**src/rtl/fetch_queue.sv**
```systemverilog
// Instruction fetch front end: owns the PC, reads the 1-cycle instruction
// memory and queues {instr, pc} pairs for decode behind a valid/ready port.
module fetch_queue #(
  parameter int          DEPTH    = 4,
  parameter logic [15:0] RESET_PC = 16'h0000
) (
  input  logic                     clk,
  input  logic                     rst,
  output logic [15:0]              im_addr,
  output logic                     im_rd_en,
  input  logic [15:0]              im_instr,
  output logic                     id_valid,
  output logic [15:0]              id_instr,
  output logic [15:0]              id_pc,
  input  logic                     id_ready,
  input  logic                     redirect,
  input  logic [15:0]              redirect_pc,
  input  logic                     halt,
  output logic                     halted,
  output logic [$clog2(DEPTH):0]   occupancy
);

  localparam int AW = $clog2(DEPTH);
  localparam logic [AW:0]   DEPTH_C = (AW+1)'(DEPTH);
  localparam logic [AW-1:0] PTR_ONE = 1;
  localparam logic [AW:0]   CNT_ONE = 1;

  typedef enum logic {
    RUN,
    HALTED
  } state_t;

  state_t state_q;
  state_t state_d;

  logic [15:0]   pc_q;
  logic          inflight_q;
  logic [15:0]   inflight_pc_q;
  logic [AW-1:0] head_q;
  logic [AW-1:0] tail_q;
  logic [AW:0]   count_q;

  logic [15:0] instr_mem [DEPTH];
  logic [15:0] pc_mem    [DEPTH];

  logic        issue;
  logic        push;
  logic        pop;
  logic [AW:0] credit;

  // State register
  always_ff @(posedge clk or posedge rst) begin
    if (rst) begin
      state_q <= RUN;
    end else begin
      state_q <= state_d;
    end
  end

  always_comb begin
    state_d = state_q;
    unique case (state_q)
      RUN:     if (halt) state_d = HALTED;
      HALTED:  state_d = HALTED;
      default: state_d = RUN;
    endcase
  end

  assign halted = (state_q == HALTED);

  // Credit counts the in-flight read so a response always has a free slot.
  assign credit = count_q + {{AW{1'b0}}, inflight_q};

  assign issue = !rst
              && (state_q == RUN)
              && !halt
              && !redirect
              && (credit < DEPTH_C);

  assign im_rd_en = issue;
  assign im_addr  = pc_q;

  assign id_valid = (count_q != '0);
  assign push     = inflight_q && !redirect;
  assign pop      = id_valid && id_ready && !redirect;

  // PC and in-flight tracking
  always_ff @(posedge clk or posedge rst) begin
    if (rst) begin
      pc_q          <= RESET_PC;
      inflight_q    <= 1'b0;
      inflight_pc_q <= 16'h0000;
    end else if (redirect) begin
      pc_q       <= redirect_pc;
      inflight_q <= 1'b0;
    end else begin
      inflight_q <= issue;
      if (issue) begin
        pc_q          <= pc_q + 16'd1;
        inflight_pc_q <= pc_q;
      end
    end
  end

  // Queue pointers and count
  always_ff @(posedge clk or posedge rst) begin
    if (rst) begin
      head_q  <= '0;
      tail_q  <= '0;
      count_q <= '0;
    end else if (redirect) begin
      head_q  <= '0;
      tail_q  <= '0;
      count_q <= '0;
    end else begin
      if (push) tail_q <= tail_q + PTR_ONE;
      if (pop)  head_q <= head_q + PTR_ONE;
      unique case (1'b1)
        push && !pop: count_q <= count_q + CNT_ONE;
        pop && !push: count_q <= count_q - CNT_ONE;
        default:      count_q <= count_q;
      endcase
    end
  end

  // Payload storage needs no reset; count gates visibility.
  always_ff @(posedge clk) begin
    if (push) begin
      instr_mem[tail_q] <= im_instr;
      pc_mem[tail_q]    <= inflight_pc_q;
    end
  end

  assign id_instr  = id_valid ? instr_mem[head_q] : 16'h0000;
  assign id_pc     = id_valid ? pc_mem[head_q]    : 16'h0000;
  assign occupancy = count_q;

endmodule

```
**config.mk**
```make
export PLATFORM = sky130hd
export DESIGN_NAME = fetch_queue
export DESIGN_NICKNAME = d
export VERILOG_FILES = /design/src/rtl/fetch_queue.sv
export SDC_FILE = /design/constraint.sdc
export NUM_CORES = 1
export LEC_CHECK = 0
export BUFFER_PORTS_ARGS = -buffer_cell sky130_fd_sc_hd__buf_2
export CAP_MARGIN = 20
export CORE_MARGIN = 2
export CORE_UTILIZATION = 52
export DETAILED_ROUTE_END_ITERATION = 8
export PLACE_DENSITY = 0.79
export SLEW_MARGIN = 20
export SYNTH_ARGS = -nofsm -noshare
export SYNTH_HDL_FRONTEND = slang
export SYNTH_SLANG_ARGS = --single-unit
export TNS_END_PERCENT = 20
```
**constraint.sdc**
```tcl
create_clock -name clk -period 2.05 [get_ports clk]
set_input_delay 0.3075 -clock clk [delete_from_list [all_inputs] [get_ports clk]]
set_output_delay 0.3075 -clock clk [all_outputs]
set_load 0.01 [all_outputs]
```
Word level (Yosys, flattened, before mapping)
Memories as Yosys holds them, arrays and structs flattened.
Index checks and enable logic that the tools add are counted.
{ "classes": {"reduce_logical": 20, "bitwise_logic": 2, "n_lt_le_gt_ge": 1, "muxes": 15, "addsub": 6} }
{ "op_table": {"columns": ["op", "count"], "rows": [
  ["$mux 16", 4],
  ["$add 16x1->16 const B", 1],
  ["$logic_and 1x1->1", 9],
  ["$mux 2", 4],
  ["$pmux 3 s2", 1],
  ["$reduce_bool 2->1", 3],
  ["$reduce_bool 3->1", 2],
  ["$logic_not 1->1", 5],
  ["$add 2x1->2 const B", 2],
  ["$mux 1", 4],
  ["$add 3x1->3", 1],
  ["$add 3x1->3 const B", 1],
  ["$lt 3x3->1 const B", 1],
  ["$mux 3", 1],
  ["$sub 3x1->3 const B", 1],
  ["$not 1->1", 2],
  ["$pmux 1 s2", 1],
  ["$reduce_and 2->1", 1]
]} }
{ "word_totals": {"output_inout_bits": 54, "mem_count": 2, "ramBits": 128, "wordCells": 53, "inputBits": 37, "register_bits": 41} }
{ "memory_table": {"columns": ["name", "words", "word_bits", "rd", "rd_clocked_by_memory_dff", "wr", "line_no", "text"], "rows": [
  ["instr_mem", 4, 16, 1, 0, 1, "43", "logic [15:0] instr_mem [DEPTH];"],
  ["pc_mem", 4, 16, 1, 0, 1, "44", "logic [15:0] pc_mem [DEPTH];"]
]} }

Logic depth before layout (Yosys ltp)
{ "logic_depth": {"word_depth": 7, "mapped_depth": 7, "mapped_depth_nobuf": 6} }

Worst setup path after synthesis
OpenSTA, ideal clock, no wires.
{ "synth_path": {"kind": "register -> register", "startpoint": "register count_q[0], in the netlist occupancy[0]", "endpoint": "register count_q[2], in the netlist occupancy[2]", "setup_ns": 0.135, "t_required_ns": 1.915, "stages_incl_launch_ff": 7, "path_slack_ns": 0.001, "arrival_time_ns": 1.914, "path_cell_list": "dfrtp_1 -> o31ai_1 -> nor3_1 -> fa_1 -> nor3_1 -> o21ai_0 -> nor3b_1"} }
{ "synth_between": {"elab_chain_len": 7} }
{ "synth_lines": {"columns": ["item", "line_no", "text"], "rows": [
  ["start, declared", "41", "logic [AW:0] count_q;"],
  ["start signal, assigned", "119", "push && !pop: count_q <= count_q + CNT_ONE;"],
  ["start signal, assigned", "120", "pop && !push: count_q <= count_q - CNT_ONE;"],
  ["start signal, assigned", "121", "default: count_q <= count_q;"],
  ["parallel branches: the longest is 7 deep, another holds $sub 3x1->3", null, null]
]} }
Parallel ways; which one is timed is not known.
A chain may end at the register's enable or synchronous reset.

Worst setup path in the final report
{ "layout_path": {"startpoint": "register head_q[0]", "endpoint": "output id_pc[11]"} }
{ "layout_between": {"elab_chain_len": 2} }
{ "layout_lines": {"columns": ["item", "line_no", "text"], "rows": [
  ["start, declared", "39", "logic [AW-1:0] head_q;"],
  ["start signal, assigned", "117", "if (pop) head_q <= head_q + PTR_ONE;"],
  ["$mem_v2 4x16", null, null],
  ["$mux 16", "135", "assign id_pc = id_valid ? pc_mem[head_q] : 16'h0000;"],
  ["end, declared", "14", "output logic [15:0] id_pc,"]
]} }
No other way between the ends.

==> impl_metrics.ini <==
[run_status]
status = finished with violations
violations = setup timing

[placement]
place_area_um2 = 7845
dpl_worst_slack_ps = 91.99
place_congestion = 0.8968
portBuffers = 90
dp.cells = 677
hpwl_mm = 8.640

[sta]
finalMaxSlewViolations = 0
post-route-min-period_ps = 2231
layout_setup_ws_ps = -180.8
rsz0062_at_grt = true
worst_slew_pin_slew_ps = 542.3
fmax_mhz = 448.3
slew_headroom = 0.6385
fin_crit_sh = 1.088
finClkSkew_ps = 9.174
hold_viol = 0
setup_violations = 32

[floorplan]
fp.dieH_um = 119.7
pin_count = 91
initial_core_util = 0.5303
rows = 42
die-area_um2 = 14340
die_w_um = 119.7
core_um2 = 13140

[cts]
clock_latency_ps = 420
root_buffer = clkbuf_16
hold_buffers = 0
cts_tree = built
cts_sinks = 169
cts_made_buffers = 17
cts-htree-levels = 4
cts_buffer_depth = 2
clkTransAtPathRegs_ps = 60

[routing]
routed_wirelength_mm = 13.79
ant_nets = 0
drt_iter0_markers = 295
drc = 0
dr.pass1.iters = 4
num_vias = 4024
wl_per_cell_um = 19.37
drt-vias-per-instance = 5.652

[final_layout]
regArea_um2 = 4873
nets = 566
drive_gt1_frac = 0.4422
fillers = 932
area_growth_syn_to_layout_pct = 24.91
multi_input_area_um2 = 2046
final_cells = 712
num_antenna_cells = 0
final_area_um2 = 8702

[power]
leakage_nw = 3.269
power_density_nw_per_um2 = 898.2
vdd.ir_drop.worst_v = 0.0005069

[synthesis]
syn_nets = 448
synthMuxAreaShare = 0.1322
synth.cell_area_um2 = 6967
synth-edff-count = 128
synth_top_flop_cell = edfxtp_1
synthArstFlopShare = 0.2426
synth-compound-area-share = 0.03646
yosysWarnings = 0
avgSynthCellArea_um2 = 17.20
yosysSeqAreaShare = 0.6990
synth_top_family_by_area = multiplexers
synth_xor_area_frac = 0.008621
ys_ff_latch = 169
synthAdderAreaFrac = 0.01185
syn_inst = 405
ys_types = 50
synthSimpleGateAreaFrac = 0.09501

[global_routing]
track_usage = 0.2043
grt_first_pass_wirelength_mm = 21.99
antenna_found_initial = 0
grt_start_max_net_pins = 42
grt-ovfl-total = 0
grt_pass1_vias = 4216

[flow_run]
cap_violations = 0

[worst_setup_path]
rr_endpoint = im_addr[14]
cp-end-kind = primary output
start_kind = flop
cp_max_fo = 5
cp.required_ps = 1740
criticalPathCategory = reg -> out
r2r_setup_slack_ps = 80
reg2reg_from = im_addr[0]
rr_worst_depth = 5
critPathArrivalTime_ps = 1920

[min_path]
min_path_type = in -> async
-- what timing repair did --
item / in CTS / in global routing
endpoints found under the hold margin: 0 / 0
setup endpoints to repair: 33 / 34
pin swaps: 2 / 0
setup buffers: 2 / 0
gates cloned: 0 / 1
resized for setup: 30 / 18
-- cells in the mapped netlist (2+ instances only) --
| master | instances | share of area |
|---|---|---|
| nor3_1 | 4 | 0.0029 |
| o31ai_1 | 7 | 0.0075 |
| nand3_1 | 9 | 0.0065 |
| clkbuf_1 | 15 | 0.0081 |
| mux2_2 | 16 | 0.026 |
| o21ai_0 | 2 | 0.0014 |
| mux2i_1 | 2 | 0.0029 |
| o311ai_0 | 9 | 0.011 |
| or4_1 | 5 | 0.0054 |
| inv_1 | 6 | 0.0032 |
| ha_1 | 5 | 0.0090 |
| nor2b_1 | 2 | 0.0018 |
| mux4_2 | 32 | 0.10 |
| nand4_1 | 5 | 0.0045 |
| dfrtp_1 | 41 | 0.15 |
| nand2_1 | 12 | 0.0065 |
| or3_1 | 4 | 0.0036 |
| or2_2 | 3 | 0.0027 |
| a31oi_1 | 7 | 0.0063 |
| nor2_1 | 17 | 0.0092 |
| buf_2 | 7 | 0.0050 |
| and2_1 | 36 | 0.032 |
| xor2_1 | 4 | 0.0050 |
| and4_1 | 2 | 0.0025 |
| edfxtp_1 | 128 | 0.55 |
-- cell usage in the layout (no fill, tap or decap), types with 2 or more instances in the layout --
cell type   count
edfxtp_1      128
buf_2          72
dfrtp_1        38
mux4_2         32
and2_4         20
buf_6          20
buf_4          20
clkbuf_16      18
nor2_1         17
mux2_2         16
and2_1         16
nand2_1        12
o311ai_0        9
nand3_1         8
buf_12          8
a31oi_1         7
inv_1           6
o31ai_1         6
nand4_1         5
or4_1           5
ha_1            5
clkinvlp_4      5
or3_1           4
xor2_1          4
nor3_1          4
or2_2           3
clkbuf_8        3
bufinv_16       3
dfrtp_2         3
nand3_2         2
o21ai_0         2
and4_1          2
nor2b_1         2
mux2i_1         2
clkbuf_1        2
-- report_power, final --
part | internal (mW) | switching [mW] | total, mW
Sequential | 3.73 | 0.0555 | 3.78
Clock | 2.01 | 1.23 | 3.24
Combinational | 0.408 | 0.382 | 0.790
Total | 6.15 | 1.67 | 7.82
-- state kept, by name (all words and copies together) (netlist names) --
register / count
inflight_pc_q: 16
head_q: 2
tail_q: 2
im_addr: 16
halted: 1
instr_mem: 64
occupancy: 3
pc_mem: 64
inflight_q: 1
-- final cells by class --
type,instances,area share
timing repair buffer,121,0.1058
clock buffer,22,0.05449
multi-input combinational,207,0.2351
inverter,7,0.003019
tap,176,0.02531
sequential,169,0.5600
clock inverter,10,0.01625
-- worst max-delay path, cell delays in order, from the launching register on --
cell and delay [ps]:
dfrtp_2 390, buf_4 170, clkbuf_16 160, mux4_2 490, and2_1 160, buf_2 130
-- kinds of logic (layout without fill, tap and decap cells) --
logic type	count (synthesis)	count (layout)
AO/OA/AOI/OAI	33	33
XOR/XNOR	6	6
adder cells (fa/ha/maj)	6	6
buffers and inverters	29	160
flip-flops	169	169
multiplexers	50	50
AND/OR/NAND/NOR	112	112
-- layer usage --
| layer | up-vias | wire [µm] | track usage | share of wire |
|---|---|---|---|---|
| met2 | 149 | 6997 | 0.3407 | 0.51 |
| met4 | 0 | 134 | 0.05735 | 0.0097 |
| li1 | 1831 | - | - | - |
| met5 | - | 0 | 0 | 0 |
| met1 | 2030 | 5862 | 0.2709 | 0.43 |
| met3 | 14 | 793 | 0.04990 | 0.058 |
-- worst max-delay path by stage --
stage,cells after the start,start,end
after floorplan,6,occupancy[0],occupancy[2]
after global placement,5,im_addr[0],im_addr[14]
after detailed placement,5,im_addr[0],im_addr[14]
after CTS,4,head_q[0],id_pc[12]
after global routing,5,head_q[0],id_pc[11]
final,5,head_q[0],id_pc[11]
-- metrics by stage --
step / hold WS (ps) / power, mW / TNS, ps / util
floorplan: 406.4 / 4.217 / 0 / -
global placement: 482.4 / 4.511 / 0 / 0.5971
detailed placement: 501.4 / 4.528 / 0 / 0.5971
CTS: 66.86 / 7.828 / -4844 / 0.6543
global route: 95.53 / 8.083 / -6546 / 0.6624
finish: 49.45 / 7.816 / -4100 / 0.6624
Power figures use the tool's default switching activity.
